**src/rtl/regfile_arbiter_pkg.sv**
```systemverilog
// Shared widths, arbitration state and the micro-op record used by the
// two-requester regfile arbiter.
package regfile_arbiter_pkg;

    localparam int NUM_REGS = 8;
    localparam int SEL_W    = $clog2(NUM_REGS);
    localparam int DATA_W   = 16;

    typedef enum logic [1:0] {
        ARB_UNLOCKED,
        ARB_LOCKED0,
        ARB_LOCKED1
    } arb_state_e;

    // One micro-op as it is driven onto the regfile select/data lines.
    typedef struct packed {
        logic [SEL_W-1:0]  asel;
        logic [SEL_W-1:0]  bsel;
        logic [SEL_W-1:0]  dsel;
        logic [DATA_W-1:0] din;
        logic [DATA_W-1:0] rin;
    } rf_op_t;

    function automatic arb_state_e lock_state(input logic owner);
        return owner ? ARB_LOCKED1 : ARB_LOCKED0;
    endfunction

endpackage

```
**src/rtl/regfile_arbiter_if.sv**
```systemverilog
// One requester port: micro-op handshake towards the arbiter and the
// registered response coming back.
interface regfile_arbiter_if;
    import regfile_arbiter_pkg::*;

    logic              valid;
    logic              ready;
    logic              lock;
    logic [SEL_W-1:0]  asel;
    logic [SEL_W-1:0]  bsel;
    logic [SEL_W-1:0]  dsel;
    logic [DATA_W-1:0] din;
    logic [DATA_W-1:0] rin;
    logic              rsp_valid;
    logic [DATA_W-1:0] rsp_a;
    logic [DATA_W-1:0] rsp_b;

    modport master (
        output valid, lock, asel, bsel, dsel, din, rin,
        input  ready, rsp_valid, rsp_a, rsp_b
    );

    modport slave (
        input  valid, lock, asel, bsel, dsel, din, rin,
        output ready, rsp_valid, rsp_a, rsp_b
    );

endinterface

```
**src/rtl/regfile_arbiter_rr_arb2.sv**
```systemverilog
// Two-way round-robin grant; a locked owner excludes the other requester
// entirely, and an unlocked tie goes to the priority pointer.
module rr_arb2
    import regfile_arbiter_pkg::*;
(
    input  logic [1:0] i_req,
    input  logic       i_ptr,
    input  arb_state_e i_state,
    output logic [1:0] o_gnt
);

    always_comb begin
        // NOTE: default every always_comb output first so no path can infer a latch.
        o_gnt = 2'b00;
        case (i_state)
            ARB_LOCKED0: o_gnt[0] = i_req[0];
            ARB_LOCKED1: o_gnt[1] = i_req[1];
            default: begin
                if (i_req == 2'b11) begin
                    o_gnt[i_ptr] = 1'b1;
                end else begin
                    o_gnt = i_req;
                end
            end
        endcase
    end

endmodule

```
**src/rtl/regfile_arbiter.sv**
```systemverilog
// Shares one regfile between two requesters: grant in stage A, registered
// regfile drive in stage B, one-cycle response pulse in stage C.
module regfile_arbiter
    import regfile_arbiter_pkg::*;
(
    input  logic              CLK,
    input  logic              RST,
    regfile_arbiter_if.slave  req0,
    regfile_arbiter_if.slave  req1,
    output logic [SEL_W-1:0]  RF_ASEL,
    output logic [SEL_W-1:0]  RF_BSEL,
    output logic [SEL_W-1:0]  RF_DSEL,
    output logic [DATA_W-1:0] RF_DIN,
    output logic [DATA_W-1:0] RF_RIN,
    input  logic [DATA_W-1:0] RF_ABUS,
    input  logic [DATA_W-1:0] RF_BBUS
);

    arb_state_e        r_state;
    logic              r_ptr;
    logic [1:0]        w_req;
    logic [1:0]        w_gnt;
    logic [1:0]        w_acc;
    logic [1:0]        w_lock;
    logic              w_owner;
    rf_op_t            w_op;
    rf_op_t            r_op;
    logic              r_b_valid;
    logic              r_b_owner;
    logic [1:0]        r_rsp_valid;
    logic [DATA_W-1:0] r_rsp_a [2];
    logic [DATA_W-1:0] r_rsp_b [2];

    assign w_req  = {req1.valid, req0.valid};
    assign w_lock = {req1.lock, req0.lock};

    rr_arb2 u_rr_arb2 (
        .i_req   (w_req),
        .i_ptr   (r_ptr),
        .i_state (r_state),
        .o_gnt   (w_gnt)
    );

    // A grant always implies VALID, so the gated grant is both READY and accept.
    assign w_acc   = w_gnt & {2{~RST}};
    assign w_owner = w_acc[1];

    assign req0.ready = w_acc[0];
    assign req1.ready = w_acc[1];

    always_comb begin
        w_op = '0;
        if (w_acc[0]) begin
            w_op = '{asel: req0.asel, bsel: req0.bsel, dsel: req0.dsel,
                     din: req0.din, rin: req0.rin};
        end else if (w_acc[1]) begin
            w_op = '{asel: req1.asel, bsel: req1.bsel, dsel: req1.dsel,
                     din: req1.din, rin: req1.rin};
        end
    end

    always_ff @(posedge CLK) begin
        // NOTE: state registers use non-blocking assignments so every flop samples pre-edge values.
        if (RST) begin
            r_state <= ARB_UNLOCKED;
            r_ptr   <= 1'b0;
        end else if (|w_acc) begin
            r_ptr   <= ~w_owner;
            r_state <= w_lock[w_owner] ? lock_state(w_owner) : ARB_UNLOCKED;
        end
    end

    // Stage B drives the regfile; stage C captures its read buses for the owner.
    always_ff @(posedge CLK) begin
        if (RST) begin
            r_op        <= '0;
            r_b_valid   <= 1'b0;
            r_b_owner   <= 1'b0;
            r_rsp_valid <= 2'b00;
            for (int i = 0; i < 2; i++) begin
                r_rsp_a[i] <= '0;
                r_rsp_b[i] <= '0;
            end
        end else begin
            r_op        <= w_op;
            r_b_valid   <= |w_acc;
            r_b_owner   <= w_owner;
            r_rsp_valid <= 2'b00;
            if (r_b_valid) begin
                r_rsp_valid[r_b_owner] <= 1'b1;
                r_rsp_a[r_b_owner]     <= RF_ABUS;
                r_rsp_b[r_b_owner]     <= RF_BBUS;
            end
        end
    end

    assign RF_ASEL = r_op.asel;
    assign RF_BSEL = r_op.bsel;
    assign RF_DSEL = r_op.dsel;
    assign RF_DIN  = r_op.din;
    assign RF_RIN  = r_op.rin;

    assign req0.rsp_valid = r_rsp_valid[0];
    assign req0.rsp_a     = r_rsp_a[0];
    assign req0.rsp_b     = r_rsp_b[0];
    assign req1.rsp_valid = r_rsp_valid[1];
    assign req1.rsp_a     = r_rsp_a[1];
    assign req1.rsp_b     = r_rsp_b[1];

endmodule

```
**src/flat_wrapper.sv**
```systemverilog
// flat-port wrapper written by rule: the top's interface ports become plain ports
module regfile_arbiter_flat import regfile_arbiter_pkg::*;
  (CLK, RST, RF_ASEL, RF_BSEL, RF_DSEL, RF_DIN, RF_RIN, RF_ABUS, RF_BBUS, req0_valid, req0_lock, req0_asel, req0_bsel, req0_dsel, req0_din, req0_rin, req0_ready, req0_rsp_valid, req0_rsp_a, req0_rsp_b, req1_valid, req1_lock, req1_asel, req1_bsel, req1_dsel, req1_din, req1_rin, req1_ready, req1_rsp_valid, req1_rsp_a, req1_rsp_b);
  regfile_arbiter_if req0_i ();
  regfile_arbiter_if req1_i ();
  input  logic CLK;
  input  logic RST;
  output logic [SEL_W-1:0] RF_ASEL;
  output logic [SEL_W-1:0] RF_BSEL;
  output logic [SEL_W-1:0] RF_DSEL;
  output logic [DATA_W-1:0] RF_DIN;
  output logic [DATA_W-1:0] RF_RIN;
  input  logic [DATA_W-1:0] RF_ABUS;
  input  logic [DATA_W-1:0] RF_BBUS;
  input wire logic [$bits(req0_i.valid)-1:0] req0_valid;
  input wire logic [$bits(req0_i.lock)-1:0] req0_lock;
  input wire logic [$bits(req0_i.asel)-1:0] req0_asel;
  input wire logic [$bits(req0_i.bsel)-1:0] req0_bsel;
  input wire logic [$bits(req0_i.dsel)-1:0] req0_dsel;
  input wire logic [$bits(req0_i.din)-1:0] req0_din;
  input wire logic [$bits(req0_i.rin)-1:0] req0_rin;
  output wire logic [$bits(req0_i.ready)-1:0] req0_ready;
  output wire logic [$bits(req0_i.rsp_valid)-1:0] req0_rsp_valid;
  output wire logic [$bits(req0_i.rsp_a)-1:0] req0_rsp_a;
  output wire logic [$bits(req0_i.rsp_b)-1:0] req0_rsp_b;
  input wire logic [$bits(req1_i.valid)-1:0] req1_valid;
  input wire logic [$bits(req1_i.lock)-1:0] req1_lock;
  input wire logic [$bits(req1_i.asel)-1:0] req1_asel;
  input wire logic [$bits(req1_i.bsel)-1:0] req1_bsel;
  input wire logic [$bits(req1_i.dsel)-1:0] req1_dsel;
  input wire logic [$bits(req1_i.din)-1:0] req1_din;
  input wire logic [$bits(req1_i.rin)-1:0] req1_rin;
  output wire logic [$bits(req1_i.ready)-1:0] req1_ready;
  output wire logic [$bits(req1_i.rsp_valid)-1:0] req1_rsp_valid;
  output wire logic [$bits(req1_i.rsp_a)-1:0] req1_rsp_a;
  output wire logic [$bits(req1_i.rsp_b)-1:0] req1_rsp_b;
  assign req0_i.valid = req0_valid;
  assign req0_i.lock = req0_lock;
  assign req0_i.asel = req0_asel;
  assign req0_i.bsel = req0_bsel;
  assign req0_i.dsel = req0_dsel;
  assign req0_i.din = req0_din;
  assign req0_i.rin = req0_rin;
  assign req0_ready = req0_i.ready;
  assign req0_rsp_valid = req0_i.rsp_valid;
  assign req0_rsp_a = req0_i.rsp_a;
  assign req0_rsp_b = req0_i.rsp_b;
  assign req1_i.valid = req1_valid;
  assign req1_i.lock = req1_lock;
  assign req1_i.asel = req1_asel;
  assign req1_i.bsel = req1_bsel;
  assign req1_i.dsel = req1_dsel;
  assign req1_i.din = req1_din;
  assign req1_i.rin = req1_rin;
  assign req1_ready = req1_i.ready;
  assign req1_rsp_valid = req1_i.rsp_valid;
  assign req1_rsp_a = req1_i.rsp_a;
  assign req1_rsp_b = req1_i.rsp_b;
  regfile_arbiter u_core (.CLK(CLK), .RST(RST), .req0(req0_i), .req1(req1_i), .RF_ASEL(RF_ASEL), .RF_BSEL(RF_BSEL), .RF_DSEL(RF_DSEL), .RF_DIN(RF_DIN), .RF_RIN(RF_RIN), .RF_ABUS(RF_ABUS), .RF_BBUS(RF_BBUS));
endmodule
```
**config.mk**
```make
export PLATFORM = sky130hd
export DESIGN_NAME = regfile_arbiter_flat
export DESIGN_NICKNAME = d
export VERILOG_FILES = /design/src/rtl/regfile_arbiter_pkg.sv /design/src/rtl/regfile_arbiter_if.sv /design/src/rtl/regfile_arbiter_rr_arb2.sv /design/src/rtl/regfile_arbiter.sv /design/src/flat_wrapper.sv
export SDC_FILE = /design/constraint.sdc
export NUM_CORES = 1
export LEC_CHECK = 0
export ABC_CLOCK_PERIOD_IN_PS = 5300
export CORE_MARGIN = 3
export CORE_UTILIZATION = 30
export CTS_CLUSTER_DIAMETER = 60
export DETAILED_ROUTE_END_ITERATION = 10
export PLACE_DENSITY = 0.62
export REMOVE_ABC_BUFFERS = 1
export SYNTH_ARGS = -nofsm -noshare
export SYNTH_HDL_FRONTEND = slang
export SYNTH_SLANG_ARGS = --single-unit
export TNS_END_PERCENT = 20
```
**constraint.sdc**
```tcl
create_clock -name CLK -period 5.3 [get_ports CLK]
set_input_delay 1.06 -clock CLK [delete_from_list [all_inputs] [get_ports CLK]]
set_output_delay 1.06 -clock CLK [all_outputs]
set_load 0.01 [all_outputs]
```
Word-level counts from Yosys, hierarchy flattened
Memories as Yosys holds them, arrays and structs flattened.
Index checks and enable logic that the tools add are counted.

operators by class
  reduce and logical (&&, ||, !) cells = 6
  order comparisons = 5
  muxes and demuxes = 24
  equal/unequal tests = 3
  bitwise gates (word level) = 4

operators by type and width
  operator                                                    number
  2-to-1 mux 41 bit                                           2
  2-to-1 mux 16 bit                                           2
  OR reduction 16 bit                                         2
  2-to-1 mux 1 bit                                            13
  less-than comparator 1 x 2 -> 1 bit, second input constant  3
  2-to-1 mux 2 bit                                            3
  equality test 2 bit, second input constant                  2
  one-hot mux 1 bit (2 select lines)                          2
  OR reduction 2 bit                                          2
  inverter 1 bit                                              3
  AND 2 bit                                                   1
  demux 1 bit (select 1 bit)                                  2
  equality test 2 x 1 -> 1 bit, second input constant         1
  >= comparator 1 bit, second input constant                  2
  logical AND 1 bit                                           2

storage, ports and cells
  output and inout port bits = 109
  memories kept = 2
  logic and storage cells = 54
  bits of input ports = 120
  bits in registers = 48
  bits in writable memories = 64

memory list
  memory          depth  width  rd ports  clocked after memory_dff  wr ports  line                   source
  u_core.r_rsp_a  2      16     2         0                         2         regfile_arbiter.sv:31  logic [DATA_W-1:0] r_rsp_a [2];
  u_core.r_rsp_b  2      16     2         0                         2         regfile_arbiter.sv:32  logic [DATA_W-1:0] r_rsp_b [2];

Depth between registers and ports, before layout
Gate-level depths: netlist (run 1).

  word-level depth = 10
  depth in mapped cells = 8
  gate-level depth less buffers = 5

Modules after synthesis
From an unflattened synthesis (run 1), not the netlist that was laid out.

second synthesis, totals
  cell total of the unflattened synthesis = 390
  area total of the unflattened synthesis = 4326.6 um^2

modules (own cells, without submodules)
  module           area an instance (um^2)  cells each  times used
  regfile_arbiter  4267.8                   381         1
  rr_arb2          58.8                     9           1

Least setup slack after synthesis (run 1)
OpenSTA, ideal clock, no wires.

  kind = input-to-output
  start = input req0_valid
  end = output req0_ready
  stages on the path = 5
  data required time = 4240 ps
  path buffers = 3
  setup slack = 2487 ps
  arrival time = 1753 ps
  cells stage by stage = o21a_1 > buf_2 > and3_1 > buf_6 > buf_6

between the ends
  longest elaborated chain between the ends = 4

RTL lines
  item                                  line                           source
  start: declaration                    flat_wrapper.sv:15             input wire logic [$bits(req0_i.valid)-1:0] req0_valid;
  equality test 2 bit                   regfile_arbiter_rr_arb2.sv:19  if (i_req == 2'b11) begin
  2-to-1 mux 2 bit                      regfile_arbiter_rr_arb2.sv:19
  one-hot mux 1 bit (2 select lines) *  regfile_arbiter_rr_arb2.sv:15  case (i_state)
  AND 2 bit *                           regfile_arbiter.sv:45          assign w_acc = w_gnt & {2{~RST}};
  end: declaration                      flat_wrapper.sv:22             output wire logic [$bits(req0_i.ready)-1:0] req0_ready;

Mark *: on every way between the ends. The rest lies on a longest branch, timed or not.

Worst setup path after layout (run 1)
  start = input req0_valid
  end = output req1_ready

between the ends
  longest elaborated chain between the ends = 4

RTL lines
  item                                line                           source
  equality test 2 bit                 regfile_arbiter_rr_arb2.sv:19
  2-to-1 mux 2 bit                    regfile_arbiter_rr_arb2.sv:19
  one-hot mux 1 bit (2 select lines)  regfile_arbiter_rr_arb2.sv:15
  AND 2 bit                           regfile_arbiter.sv:45
  end: declaration                    flat_wrapper.sv:33             output wire logic [$bits(req1_i.ready)-1:0] req1_ready;

Every way passes these cells.

==> qor.csv, run 1 <==
stage;metric;value;unit
sta;setup_viol;0;
setup_path;path_delay_family;buffers and inverters;
cts;cts_made_buffers;9;
drt;ant_nets;0;
global_route;grt_max_degree;46;
drt;routed_wl;13670;um
power;p_switching;0.5200;mW
sta;rsz0062_at_grt;no;
power;swShare;0.2470;
final_layout;register_area;2883;um^2
synthesis;netlist_area;4405;um^2
cts;clockRootBuffer;clkbuf_16;
global_route;antenna_found_initial;0;
cts;clkTransAtPathRegs;60;ps
place;placedCellCount;741;
power;intPower;1.585;mW
sta;finalCritPeriodShare;0.7359;
sta;min_period;3900;ps
setup_path;slowest_delay;550;ps
setup_path;path_max_fanout;45;
power;peakVddDrop;0.1246;mV
synthesis;yosys_register_bits;112;
global_route;gr-usage-all-layers;0.1659;
sta;drv_slew;0;
setup_path;criticalPathCategory;in2out;
final_layout;mostFrequentLayoutCells;clkdlybuf4s50_1 (228), nand4_1 (84), and2_1 (64), edfxtp_1 (64), dfxtp_1 (48);
power;pwr-share-clk;0.319;
sta;max-slew-margin-rel;0.4084;
global_route;gr-total-overflow;0;
setup_path;cp.arrival;2840;ps
floorplan;start_util;0.3125;
setup_path;start_kind;input pin;
setup_path;slowest_stage;clkdlybuf4s50_1;
synthesis;async_reset_ff_frac;0;
place;gp_congestion;0.7618;
synthesis;yosysWarnings;0;
sta;worstMarginPinSlew;887.4;ps
drt;firstDrtPassIters;5;
sta;skew;12.35;ps
setup_path;crit_chain;clkdlybuf4s50_1, nand3b_1, buf_4, and3_1, clkdlybuf4s50_1;
cts;htree_levels;3;
place;portBuffers;228;
floorplan;fp.dieH;127.2;um
final_layout;drive_above_1_share;0.06932;
final_layout;num_antenna_cells;0;
place;placedInstanceArea;6798;um^2
power;p_leak;2.543;nW
drt;drc_errors;0;
global_route;grt_pass1_vias;3888;
synthesis;syn-mean-instance-area;12.10;um^2
setup_path;end_kind;primary output;
sta;tns;0;ps
final_layout;fill_cells;1271;
drt;wl_per_cell;18.06;um
synthesis;synth_ff_type;edfxtp_1;
cts;holdBufCountCts;0;
power;power_frac_seq;0.481;
setup_path;crit_top_cell;clkdlybuf4s50_1;
cts;clock_sinks;112;
floorplan;rows;43;
final_layout;postLayoutCellArea;7093;um^2
synthesis;synthCells;364;
place;dpl.hpwl;9629;um
final_layout;syn2layout_area_growth;61.01;%
power;combPwrFrac;0.199;
cts;cts_resized;0;
flow_run;max_cap_violations;0;
final_layout;nNetsFinal;694;
global_route;grt_pass1_wl;20930;um
floorplan;core-area;14100;um^2
power;powerDensity;296.8;nW/um^2
synthesis;ys_types;26;
cts;clockBufferDepth;2;
synthesis;ys_seq_area_frac;0.6544;
final_layout;multiInputGateArea;1336;um^2
drt;viasPerCell;4.991;
drt;drt_iter0_drc;209;
cts;cts_tree;done;
setup_path;worstPathRequired;4240;ps
cts;post_cts_buffers;0;
floorplan;io_pins;229;
cts;clock_latency;350;ps
sta;finalHoldViolCount;0;
min_path;min_path_type;reg2reg;
final_layout;final_common_cell;clkdlybuf4s50_1;
final_layout;final_cells;757;
floorplan;die_x;127.2;um
floorplan;dieArea;16170;um^2
setup_path;cp_num_buf_inv;3;
run_status;outcome;finished clean;
sta;fmax;256.4;MHz
synthesis;synth_edf_count;64;
drt;num_vias;3778;
power by group through the flow:
| stage | Sequential (mW) | Clock (mW) | Combinational, mW |
|---|---|---|---|
| 6_report | 1.01 | 0.672 | 0.420 |
| 5_1_grt | 1.02 | 0.730 | 0.449 |
| 4_1_cts | 1.01 | 0.692 | 0.424 |
| 3_5_place_dp | 1.03 | 0 | 0.421 |
| 3_3_place_gp | 1.03 | 0 | 0.417 |
| 2_1_floorplan | 1.07 | 0 | 0.106 |
state kept, by name, indices dropped and copies added (netlist names):
signal / cells
u_core.r_rsp_a: 32
u_core.r_b_owner: 1
u_core.RF_DIN: 16
u_core.RF_ASEL: 3
u_core.RF_DSEL: 3
u_core.r_ptr: 1
u_core.r_rsp_valid: 2
u_core.RF_RIN: 16
u_core.r_state: 2
u_core.r_rsp_b: 32
u_core.RF_BSEL: 3
u_core.r_b_valid: 1
layout make-up:
| cell class | count | share of cell area |
|---|---|---|
| clock buffer | 10 | 0.03228 |
| timing repair buffer | 236 | 0.3302 |
| multi-input combinational | 210 | 0.1884 |
| clock inverter | 6 | 0.009349 |
| sequential | 112 | 0.4064 |
| inverter | 3 | 0.001588 |
| tap | 180 | 0.03175 |
per-layer routing:
layer  track usage  vias up  wire (um)
li1              -     1774          -
met1        0.1932     1768       5345
met2        0.2653      216       6214
met3       0.08110       20       1813
met4       0.06183        0        298
met5             0        -          0
through the flow:
stage / utilization / setup slack (ps) / power, mW / hold slack [ps]
2_1_floorplan: - / 1235 / 1.171 / 453.4
3_3_place_gp: 0.4822 / 1411 / 1.449 / 488.1
3_5_place_dp: 0.4822 / 1406 / 1.455 / 518.3
4_1_cts: 0.5032 / 1404 / 2.130 / 528.9
5_1_grt: 0.5032 / 1305 / 2.200 / 553.2
6_report: 0.5032 / 1400 / 2.105 / 524.1
path summary, 6_finish.rpt:
path	start	to	slack, ps	cells past startpoint
setup / recovery	req0_valid	req1_ready	1400	5
setup reg to reg	u_core.r_state[0]	u_core.r_state[1]	3270	5
hold reg to reg	u_core.r_ptr	u_core.r_ptr	520	2
hold / removal	u_core.r_ptr	u_core.r_ptr	520	2
cells by family (layout without fill, tap and decap cells):
family          Yosys count  in the layout  share of synthesized area
flops                   112            112                     0.6544
fa+ha+maj                 2              2                   0.005679
buf+inv                  42            255                    0.04572
compound gates           46             46                    0.06390
simple gates            162            162                     0.2303
cells in the mapped netlist, types with 2 or more instances:
cell      count  area, um^2
buf_6         5       56.30
a31o_2        2       17.52
clkbuf_1     28       105.1
buf_2         5       25.02
and3_1        4       25.02
ha_1          2       25.02
nor2_1        2       7.510
o21ai_1      31       155.2
or2_2         3       18.77
o21ai_2       8       70.07
o21ai_0       2       10.01
inv_1         2       7.510
edfxtp_1     64        1922
nand4_1      84       525.5
and2_1       64       400.4
dfxtp_1      48       960.9
tightest hold or removal path: stages (launching register included):
cell,delay [ps]
dfxtp_1,330
nor2_1,100
nor2_1,50
Power figures use the tool's default switching activity.
==> run 2: changes to the inputs <==
--- a/config.mk
+++ b/config.mk
@@ -5,7 +5,7 @@
 export SDC_FILE = /design/constraint.sdc
 export NUM_CORES = 1
 export LEC_CHECK = 0
-export ABC_CLOCK_PERIOD_IN_PS = 5300
+export ABC_CLOCK_PERIOD_IN_PS = 4100
 export CORE_MARGIN = 3
 export CORE_UTILIZATION = 30
 export CTS_CLUSTER_DIAMETER = 60
==> constraint.sdc (replaced) <==
create_clock -name CLK -period 4.1 [get_ports CLK]
set_input_delay 0.82 -clock CLK [delete_from_list [all_inputs] [get_ports CLK]]
set_output_delay 0.82 -clock CLK [all_outputs]
set_load 0.01 [all_outputs]
==> run 2 against run 1 <==
Flip-flop and latch count is the same. Register-to-register slack worse by 1000 ps. Clock power grew 33%. Via count is 0.48% higher. Largest power group unchanged. Combinational power grew 29%. Clock skew decreased by 5.1 ps. Global-route usage down 0.28 points. Worst hold slack got worse by 9.3 ps. Core utilization up 0.12 points.
==> qor.csv, run 2 (same netlist as run 1, synthesis figures left out) <==
stage;metric;value;unit;change
run_status;outcome;finished clean;;
cts;clkTransAtPathRegs;70;ps;about the same
floorplan;fp.dieH;127.2;um;unchanged
cts;holdBufCountCts;0;;unchanged
global_route;gr-usage-all-layers;0.1631;;-0.002813
setup_path;criticalPathCategory;in2out;;
flow_run;max_cap_violations;0;;unchanged
final_layout;mostFrequentLayoutCells;clkdlybuf4s50_1 (228), nand4_1 (84), and2_1 (64), edfxtp_1 (64), dfxtp_1 (48);;
place;portBuffers;228;;unchanged
setup_path;cp.arrival;2390;ps;-450 ps
place;dpl.hpwl;9466;um;-1.7%
cts;cts_resized;0;;unchanged
setup_path;rrSetupSlack;2220;ps;-1050 ps
drt;wl_per_cell;17.67;um;-2.2%
sta;max-slew-margin-rel;0.4718;;+0.06338
power;p_leak;2.556;nW;+0.50%
power;peakVddDrop;0.2342;mV;+88%
setup_path;end_kind;primary output;;
setup_path;path_max_fanout;7;;-84%
place;gp_congestion;0.7643;;+0.33%
sta;finalHoldViolCount;0;;unchanged
floorplan;io_pins;229;;unchanged
final_layout;final_cells;758;;+0.13%
cts;cts_made_buffers;9;;unchanged
final_layout;nNetsFinal;695;;+0.14%
sta;min_period;3214;ps;
min_path;worstHoldStart;u_core.r_ptr;;
sta;skew;7.290;ps;-5.058 ps
cts;clockBufferDepth;2;;unchanged
min_path;holdPathEnd;u_core.r_ptr;;
cts;clock_latency;340;ps;about the same
sta;setup_viol;0;;unchanged
floorplan;dieArea;16170;um^2;unchanged
power;powerDensity;386.7;nW/um^2;+30%
drt;drc_errors;0;;unchanged
cts;cts_tree;done;;
setup_path;r2r_end;u_core.r_state[1];;
floorplan;die_x;127.2;um;unchanged
cts;clock_sinks;112;;unchanged
sta;tns;0;ps;unchanged
sta;hold_ws;514.8;ps;-9.329 ps
setup_path;start_kind;input pin;;
final_layout;num_antenna_cells;0;;unchanged
final_layout;final_common_cell;clkdlybuf4s50_1;;
global_route;antenna_found_initial;0;;unchanged
cts;htree_levels;3;;unchanged
drt;num_vias;3796;;+0.48%
sta;rsz0062_at_grt;no;;
final_layout;drive_above_1_share;0.07266;;+0.003340
cts;clockRootBuffer;clkbuf_16;;
global_route;grt_pass1_vias;3771;;-3.0%
final_layout;syn2layout_area_growth;61.37;%;
floorplan;core-area;14100;um^2;unchanged
setup_path;worstPathRequired;3280;ps;-960 ps
final_layout;top_regs;u_core.r_rsp_a x32, u_core.r_rsp_b x32;;
drt;ant_nets;0;;unchanged
place;placedCellCount;742;;+0.13%
setup_path;r2r_start;u_core.r_state[0];;
floorplan;start_util;0.3125;;unchanged
drt;drt_iter0_drc;225;;+7.7%
global_route;grt_max_degree;45;;-2.2%
global_route;gr-total-overflow;0;;unchanged
sta;finalCritPeriodShare;0.7839;;
drt;routed_wl;13390;um;-2.0%
sta;worstMarginPinSlew;792.4;ps;-95.08 ps
min_path;min_path_type;reg2reg;;
sta;fmax;311.2;MHz;
global_route;grt_pass1_wl;20640;um;-1.4%
drt;firstDrtPassIters;4;;-1
drt;viasPerCell;5.008;;+0.34%
setup_path;reg2regPathDepth;6;;+1
sta;drv_slew;0;;unchanged
floorplan;rows;43;;unchanged
cts;post_cts_buffers;0;;unchanged
min_path;whs_path_depth;2;;unchanged
==> run 2: cell count changes in the layout (fill, tap and decap cells not counted), sizes merged <==
cell,before,now
buf,8,9
clkinvlp,2,1
inv,5,6
==> run 2: power breakdown <==
part,switching [mW],internal (mW)
sequential,0.0284,1.28
clock,0.413,0.485
combinational,0.250,0.291
==> run 2: final cells by class <==
type / count / area (um^2)
clock inverter: 6 / 75.07
inverter: 3 / 11.26
sequential: 112 / 2883
clock buffer: 10 / 229.0
fill: 1288 / 6987
timing repair buffer: 237 / 2350
multi-input combinational: 210 / 1336
tap: 180 / 225.2
==> run 2: worst max-delay path: stages <==
cell             delay [ps]
clkdlybuf4s50_1         610
nor2b_4                 190
and3_1                  220
clkdlybuf4s50_1         550
==> run 2: how the worst max path moves through the flow <==
stage | start | slack [ps] | to | cells past startpoint
6_report | RST | 890 | req1_ready | 4
3_3_place_gp | RST | 870 | u_core.r_rsp_a[1][7] | 5
5_1_grt | RST | 800 | req1_ready | 4
3_5_place_dp | RST | 810 | u_core.r_rsp_b[1][4] | 5
4_1_cts | RST | 860 | req1_ready | 4
2_1_floorplan | req0_valid | 510 | req0_ready | 2
==> run 2: layer usage <==
layer	track usage	wire, um	vias to the layer above
met4	0.05237	219	0
met1	0.1952	5300	1762
met2	0.2606	5952	240
li1	-	-	1779
met5	0	0	-
met3	0.07734	1921	15
==> run 2: per-stage QoR <==
stage,util,cell area [um^2],power (mW),setup WS [ps]
global route,0.5043,7109,2.872,803.5
floorplan,-,4215,1.514,514.8
detailed placement,0.4828,6805,1.881,811.4
global placement,0.4828,6805,1.877,871.8
CTS,0.5043,7109,2.772,858.3
finish,0.5043,7109,2.749,886.2
==> run 3: changes to the inputs <==
--- a/config.mk
+++ b/config.mk
@@ -5,7 +5,7 @@
 export SDC_FILE = /design/constraint.sdc
 export NUM_CORES = 1
 export LEC_CHECK = 0
-export ABC_CLOCK_PERIOD_IN_PS = 4100
+export ABC_CLOCK_PERIOD_IN_PS = 2980
 export CORE_MARGIN = 3
 export CORE_UTILIZATION = 30
 export CTS_CLUSTER_DIAMETER = 60
==> constraint.sdc (replaced) <==
create_clock -name CLK -period 2.98 [get_ports CLK]
set_input_delay 0.596 -clock CLK [delete_from_list [all_inputs] [get_ports CLK]]
set_output_delay 0.596 -clock CLK [all_outputs]
set_load 0.01 [all_outputs]
==> run 3 against run 2 <==
Cell area increased by 0.74%. Total power increased by 41%. Cell count increased by 0.26%. Setup slack got worse by 590 ps. Die area unchanged. Clock power increased by 47%. Worst hold slack improved by 1.4 ps.
==> qor.csv, run 3 (same netlist as run 1, synthesis figures left out) <==
stage;metric;value;unit;change
sta;setup_viol;0;;unchanged
sta;min_period;2681;ps;
drt;firstDrtPassIters;4;;unchanged
setup_path;crit_start;u_core.r_state[0];;
final_layout;mostFrequentLayoutCells;clkdlybuf4s50_1 (228), nand4_1 (84), and2_1 (64), edfxtp_1 (64), dfxtp_1 (48);;
floorplan;rows;43;;unchanged
floorplan;fp.dieH;127.2;um;unchanged
global_route;grt_pass1_wl;20690;um;+0.24%
sta;drv_slew;0;;unchanged
final_layout;final_cells;760;;+0.26%
final_layout;final_common_cell;clkdlybuf4s50_1;;
setup_path;path_delay_family;buffers and inverters;;
cts;post_cts_buffers;0;;unchanged
sta;fmax;372.9;MHz;
final_layout;nNetsFinal;697;;+0.29%
power;p_leak;2.585;nW;+1.2%
sta;rsz0062_at_grt;no;;
min_path;min_path_type;reg2reg;;
drt;wl_per_cell;17.95;um;+1.6%
final_layout;fill_cells;1267;;-1.6%
drt;ant_nets;0;;unchanged
setup_path;crit_path_end;req1_ready;;
place;placedInstanceArea;6833;um^2;+0.40%
setup_path;reg2regPathDepth;6;;unchanged
global_route;gr-total-overflow;0;;unchanged
drt;viasPerCell;4.984;;-0.47%
sta;worstMarginPinSlew;790.8;ps;-1.534 ps
place;placedCellCount;744;;+0.27%
drt;drc_errors;0;;unchanged
cts;htree_levels;3;;unchanged
place;dpl.hpwl;9611;um;+1.5%
final_layout;top_regs;u_core.r_rsp_a x32, u_core.r_rsp_b x32;;
setup_path;start_kind;flip-flop;;
drt;routed_wl;13640;um;+1.9%
floorplan;die_x;127.2;um;unchanged
cts;clock_latency;340;ps;about the same
flow_run;max_cap_violations;0;;unchanged
place;portBuffers;228;;unchanged
sta;finalCritPeriodShare;0.8998;;
final_layout;syn2layout_area_growth;62.57;%;
cts;clock_sinks;112;;unchanged
place;gp_congestion;0.7480;;-2.1%
setup_path;end_kind;primary output;;
floorplan;core-area;14100;um^2;unchanged
global_route;grt_pass1_vias;3863;;+2.4%
final_layout;drive_above_1_share;0.07586;;+0.003198
cts;clockRootBuffer;clkbuf_16;;
final_layout;multiInputGateArea;1336;um^2;unchanged
cts;clockBufferDepth;2;;unchanged
drt;num_vias;3788;;-0.21%
final_layout;postLayoutCoreUtil;0.5081;;+0.003728
setup_path;path_max_fanout;4;;-3
floorplan;io_pins;229;;unchanged
sta;skew;9.584;ps;+2.294 ps
power;powerDensity;540.4;nW/um^2;+40%
final_layout;num_antenna_cells;0;;unchanged
sta;tns;0;ps;unchanged
sta;hold_ws;516.2;ps;+1.406 ps
setup_path;worstPathRequired;2380;ps;-900 ps
setup_path;path_depth;5;;+1
cts;clkTransAtPathRegs;70;ps;about the same
final_layout;register_area;2883;um^2;unchanged
global_route;antenna_found_initial;0;;unchanged
cts;cts_made_buffers;9;;unchanged
cts;holdBufCountCts;0;;unchanged
final_layout;postLayoutCellArea;7162;um^2;+0.74%
cts;cts_resized;0;;unchanged
run_status;outcome;finished clean;;
setup_path;criticalPathCategory;reg2out;;
setup_path;r2r_end;u_core.RF_DIN[0];;
setup_path;slowest_delay;490;ps;-120 ps
setup_path;slowest_stage;clkdlybuf4s50_1;;
setup_path;r2r_start;u_core.r_state[0];;
setup_path;cp.arrival;2090;ps;-300 ps
setup_path;cp_num_buf_inv;2;;unchanged
setup_path;rrSetupSlack;1090;ps;-1130 ps
cts;cts_tree;done;;
global_route;gr-usage-all-layers;0.1647;;+0.001615
global_route;grt_max_degree;45;;unchanged
floorplan;start_util;0.3125;;unchanged
floorplan;dieArea;16170;um^2;unchanged
setup_path;crit_chain;inv_1, ha_1, or2_2, and3_1, clkdlybuf4s50_1;;
drt;drt_iter0_drc;249;;+11%
sta;finalHoldViolCount;0;;unchanged
power;peakVddDrop;0.2441;mV;+4.2%
sta;max-slew-margin-rel;0.4728;;+0.001023
run 3: cell count changes in the layout (fill, tap and decap cells not counted), sizes merged:
cell / previous run / this run
clkbuf: 10 / 11
buf: 9 / 11
bufinv: 1 / 2
inv: 6 / 5
clkinvlp: 1 / 0
run 3: how the worst min path moves through the flow:
stage / startpoint / endpoint / slack, ps / depth (start not counted)
floorplan: u_core.r_ptr / u_core.r_ptr / 450 / 2
global placement: u_core.r_ptr / u_core.r_ptr / 500 / 2
detailed placement: u_core.r_ptr / u_core.r_ptr / 510 / 2
CTS: u_core.r_ptr / u_core.r_ptr / 520 / 2
global route: u_core.r_state[1] / u_core.r_state[1] / 550 / 2
finish: u_core.r_ptr / u_core.r_ptr / 520 / 2
run 3: area by class of cell:
type,instances,share of cell area
inverter,3,0.001572
timing repair buffer,239,0.3319
sequential,112,0.4025
tap,180,0.03145
clock inverter,5,0.01205
multi-input combinational,210,0.1866
clock buffer,11,0.03389
run 3: where the power goes:
group          leakage [nW]  internal [mW]  total [mW]  switching (mW)
registers              1.06           1.76        1.80          0.0377
logic                  1.36          0.406       0.754           0.347
clock network         0.161          0.768        1.32           0.547
run 3: worst reg2reg max path, cell delays in order, from the launching register on:
cell     delay [ps]
dfxtp_1         340
inv_1            60
ha_1            340
o21a_1          150
and3_2          220
buf_4           450
o21ai_0         210
run 3: through the flow:
stage          total power [mW]  worst slack [ps]
2_1_floorplan             2.083            -245.4
3_3_place_gp              2.587             347.8
3_5_place_dp              2.600             342.7
4_1_cts                   3.921             273.2
5_1_grt                   4.048             198.6
6_report                  3.870             298.5
run 3: layer usage:
metal / share of wire / global-route usage
met2: 0.46 / 0.2656
met5: 0 / 0
met3: 0.13 / 0.08487
met1: 0.39 / 0.1893
met4: 0.016 / 0.05615
